`src/rtl/seq_divider.sv`:
```
// Iterative radix-2 restoring unsigned divider: 32-bit dividend / 16-bit divisor,
// one quotient bit per cycle, start/done handshake with busy stall indication.
module seq_divider (
    input  logic        clk,
    input  logic        rst_n,
    input  logic        start,
    input  logic [31:0] dividend,
    input  logic [15:0] divisor,
    output logic        busy,
    output logic        done,
    output logic [31:0] quotient,
    output logic [15:0] remainder,
    output logic        div_by_zero
);

    localparam int unsigned DW = 32;
    localparam int unsigned VW = 16;
    localparam int unsigned CW = 5;

    localparam logic [1:0] IDLE = 2'd0;
    localparam logic [1:0] RUN  = 2'd1;
    localparam logic [1:0] DONE = 2'd2;

    logic [1:0]    state, state_n;
    logic [DW-1:0] dq, dq_n;
    logic [VW-1:0] p, p_n;
    logic [VW-1:0] dvsr, dvsr_n;
    logic [CW-1:0] cnt, cnt_n;
    logic          busy_n, done_n, dbz_n;
    logic [DW-1:0] quotient_n;
    logic [VW-1:0] remainder_n;
    logic [VW:0]   p_sh;

    // Settled remainders are always below the divisor, so only 16 bits are stored;
    // the 17th bit exists only in the shifted trial value.
    always_comb begin
        state_n     = state;
        dq_n        = dq;
        p_n         = p;
        dvsr_n      = dvsr;
        cnt_n       = cnt;
        done_n      = 1'b0;
        quotient_n  = quotient;
        remainder_n = remainder;
        dbz_n       = div_by_zero;
        p_sh        = {p, dq[DW-1]};

        case (state)
            IDLE, DONE: begin
                state_n = IDLE;
                if (start) begin
                    if (divisor != '0) begin
                        state_n = RUN;
                        dq_n    = dividend;
                        dvsr_n  = divisor;
                        p_n     = '0;
                        cnt_n   = '0;
                    end else begin
                        state_n     = DONE;
                        quotient_n  = '1;
                        remainder_n = dividend[VW-1:0];
                        dbz_n       = 1'b1;
                        done_n      = 1'b1;
                    end
                end
            end
            RUN: begin
                if (p_sh >= {1'b0, dvsr}) begin
                    p_n  = VW'(p_sh - {1'b0, dvsr});
                    dq_n = {dq[DW-2:0], 1'b1};
                end else begin
                    p_n  = p_sh[VW-1:0];
                    dq_n = {dq[DW-2:0], 1'b0};
                end
                cnt_n = CW'(cnt + CW'(1));
                if (cnt == CW'(DW - 1)) begin
                    state_n     = DONE;
                    quotient_n  = dq_n;
                    remainder_n = p_n;
                    dbz_n       = 1'b0;
                    done_n      = 1'b1;
                end
            end
            default: state_n = IDLE;
        endcase

        busy_n = (state_n == RUN);
    end

    // State register
    always_ff @(posedge clk or negedge rst_n) begin
        if (!rst_n) state <= IDLE;
        else        state <= state_n;
    end

    // Datapath and registered outputs
    always_ff @(posedge clk or negedge rst_n) begin
        if (!rst_n) begin
            dq          <= '0;
            p           <= '0;
            dvsr        <= '0;
            cnt         <= '0;
            busy        <= 1'b0;
            done        <= 1'b0;
            quotient    <= '0;
            remainder   <= '0;
            div_by_zero <= 1'b0;
        end else begin
            dq          <= dq_n;
            p           <= p_n;
            dvsr        <= dvsr_n;
            cnt         <= cnt_n;
            busy        <= busy_n;
            done        <= done_n;
            quotient    <= quotient_n;
            remainder   <= remainder_n;
            div_by_zero <= dbz_n;
        end
    end

endmodule

```
`config.mk`:
```
export PLATFORM = sky130hd
export DESIGN_NAME = seq_divider
export DESIGN_NICKNAME = d
export VERILOG_FILES = /design/src/rtl/seq_divider.sv
export SDC_FILE = /design/constraint.sdc
export NUM_CORES = 1
export LEC_CHECK = 0
export CAP_MARGIN = 20
export CORE_ASPECT_RATIO = 2
export CORE_UTILIZATION = 40
export CTS_CLUSTER_DIAMETER = 80
export CTS_CLUSTER_SIZE = 30
export DETAILED_ROUTE_END_ITERATION = 10
export PLACE_DENSITY = 0.76
export SLEW_MARGIN = 20
export SYNTH_ARGS = -nofsm -noshare
export SYNTH_HDL_FRONTEND = slang
export SYNTH_SLANG_ARGS = --single-unit
```
`constraint.sdc`:
```
create_clock -name clk -period 2.16 [get_ports clk]
set_input_delay 0.648 -clock clk [delete_from_list [all_inputs] [get_ports clk]]
set_output_delay 0.648 -clock clk [all_outputs]
set_load 0.05 [all_outputs]
```
==> impl_results.md <==
* Vias post-DR at 6536
* Clock Latency Late Sink at 0.42 ns
* Slew Viols, Final at 0
* Syn_area_per_cell at 8.833 um2
* Drt wl/cell at 20.16 um
* CP Data Arrival Time at 2.76 ns
* GRT overflow at 0
* Global Route Usage Sum at 27.44%
* Crit path time final at 2.437 ns
* Outcome: complete, but fails checks
* Routed wire length at 22580 um
* Area grow syn2layout at 62.11%
* Final net count at 985
* Top cells by area, synth: dfrtp_1, nor2_1, nand2_1
* Die area at 0.01538 mm2
* Maximum root-to-sink buffer count at 2
* Clock buffer count from CTS at 17
* Setup crit end kind: register
* Hold Path Class: in2async
* #FFs+latches synth at 122
* Slowest cell on the critical path: dfrtp_1
* Initial drt markers at 536
* Req. time, crit path at 2.49 ns
* Fmax at 410.4 MHz
* Finished Core Util at 66.79%
* CTS Hold Bufs at 0
* Filler cell count at 1054
* CTS tree: built
* Skew final at 0.009606 ns
* Diode count at 0
* Startpoint types: register
* CP most frequent cell: inv_2
* Sequential element share of the synthesized area at 51.36%
* Slew @ Worst Pin at 0.4907 ns
* RSZ-0062 raised after global routing: yes
* 1st-pass router iterations at 5
* Initial antenna violation count at 0
* Die X at 88.20 um
* Crit-path cells: inv_2, ha_4, inv_2, fa_2, a21o_1, a221oi_2, buf_4, o221ai_4, buf_6, xor2_1, nand2_1, a31oi_1
* Port Buffers at 101
* CTS H-Tree Depth at 4
* Layout cells sized above 1 at 36.21%
* Dominant cell type by area after synthesis: dfrtp_1
* First-pass GRT wire length at 32020 um
* Area share of the largest cell type after synthesis at 51.36%
* Core Box Area at 0.01443 mm2
* Synth cell types at 54
* Final hold vios at 0
* Total area of sequential cells at 0.003055 mm2
* Num ports at 102
* Cell Rows at 62
* Post-Syn Area at 0.005944 mm2
* Final period util at 112.8%
* Failing checks: setup timing
* Multi-input gate area at 0.003316 mm2
* CTS sink cnt at 122
* CTS root buf: clkbuf_16
* HPWL Detailed at 13090 um
* CTS clk-pin slew, worst paths at 0.06 ns
* Detail Route Antenna Nets at 0
* Die Ht at 174.4 um
* Mapped Nets at 743
* Slew Limit Headroom at 67.42%
* # DRC at 0
* MaxCap Viol Count at 0
* Crit Path Class: reg2reg
* Number of global-route vias before repair at 6560
* Worst setup margin at -0.2767 ns
* Syn. warnings at 0
* Setup violations, final at 35
* Worst-path maximum fanout at 3
* Largest net degree at the start of global routing at 53
* Mapped Cells at 673
* DR vias/cell at 5.836
* Critical Path Max Stage Delay at 0.41 ns
* RePlAce Congestion at 0.9585
* Hold Slack at 0.08492 ns
* Initial Util at 41.20%
-- final cells by class --
type | instances | area share, %
multi-input combinational | 490 | 34.41
sequential | 122 | 31.71
timing repair buffer | 264 | 24.55
clock buffer | 20 | 4.843
tap | 192 | 2.493
clock inverter | 12 | 1.194
inverter | 20 | 0.8050
-- flip-flops by register name, indices dropped and copies added, names as in the netlist --
| register | flops |
|---|---|
| busy | 1 |
| cnt | 5 |
| div_by_zero | 1 |
| done | 1 |
| dq | 32 |
| dvsr | 16 |
| p | 16 |
| quotient | 32 |
| remainder | 16 |
| state | 2 |
-- per-stage QoR --
stage | cells | instance area [um2] | setup TNS, ns | worst slack [ns]
6_report | 1120 | 9637 | -4.410 | -0.2767
5_1_grt | 1120 | 9637 | -8.249 | -0.4173
4_1_cts | 1106 | 9216 | -1.161 | -0.1547
3_3_place_gp | 1050 | 7953 | -45.47 | -0.4390
2_1_floorplan | 673 | 5991 | -0.02327 | -0.02327
3_5_place_dp | 1050 | 7953 | -51.03 | -0.4978
-- logic make-up (layout without fill, tap and decap cells) --
kind of cell / count (synthesis) / after routing / synth area share, %
compound gates: 174 / 174 / 17.11
xor+xnor: 8 / 8 / 1.179
fa+ha+maj: 19 / 19 / 4.126
buf+inv: 61 / 316 / 4.588
flops: 122 / 122 / 51.36
mux: 1 / 1 / 0.1684
simple gates: 288 / 288 / 21.47
-- cells in the final DEF (no fill, tap or decap), drive strengths merged, types with 6 or more instances in the layout --
master,netlist,layout
nand4,7,7
clkbuf,26,20
nand3,21,21
nor3,18,18
dfrtp,122,122
a21oi,64,64
nand2b,7,7
nor4,6,6
a31oi,33,33
inv,20,22
o21ai,48,48
ha,18,18
a21o,7,7
clkdlybuf4s50,0,33
buf,15,200
nor2,120,120
dlygate4sd2,0,26
clkinv,0,6
nand2,91,91
-- cells in the mapped netlist, drive strengths merged --
cell	n
and4	1
mux2i	1
nor4	6
a2bb2oi	1
dfrtp	122
and4b	1
and3	5
o22a	1
a311oi	2
nand2	91
a2111o	1
and2	2
nand2b	7
o221ai	2
fa	1
a211o	4
o21a	2
a21oi	64
ha	18
nor3b	1
nor2b	4
nor3	18
a21boi	1
clkbuf	26
a221oi	1
a211oi	1
nand3	21
xor2	3
a21o	7
xnor2	5
o32a	1
or4b	1
nor4bb	1
nand4	7
a31oi	33
o211ai	1
nor2	120
nand4b	1
o21ai	48
inv	20
buf	15
a22o	2
o31ai	2
or4	1
-- critical path: cells and delay by family, from the launching register on --
family | cells | cell delay (ns)
AOI/OAI and AO/OA | 4 | 0.72
adders and majority gates | 2 | 0.50
buffers and inverters | 4 | 0.47
DFF | 1 | 0.41
xor gates and xnor gates | 1 | 0.12
and+or+nand+nor | 1 | 0.11
-- timing repair --
item	in CTS	in global routing
setup endpoints to repair	98	116
gates cloned	5	0
pin swaps	47	42
buffers inserted	19	17
resized for setup	125	81
-- final timing paths --
kind	start	to	slack [ns]	cells after the start
worst max-delay path	dq[31]$_DFFE_PN0P_	remainder[10]$_DFFE_PN0P_	-0.28	12
worst min-delay path	rst_n	p[4]$_DFFE_PN0P_	0.08	1
worst max register to register	dq[31]$_DFFE_PN0P_	remainder[10]$_DFFE_PN0P_	-0.28	12
worst min register to register	cnt[2]$_DFFE_PN0P_	cnt[2]$_DFFE_PN0P_	0.52	1
max in group asynchronous	rst_n	p[9]$_DFFE_PN0P_	1.46	2
min in group clk	divisor[2]	dvsr[2]$_DFFE_PN0P_	0.50	3
-- per-layer routing --
layer  vias to the layer above  GRT usage, %  part of all wire, %
li1                       2840             -                    -
met1                      3184         27.10                   32
met2                       367         50.67                   54
met3                       145         4.653                  5.7
met4                         0         17.00                  7.8
met5                         -             0                    0
Power is left out: the tool's default activity adds up to more than one toggle a clock period on the data nets, which glitch-free logic cannot reach.
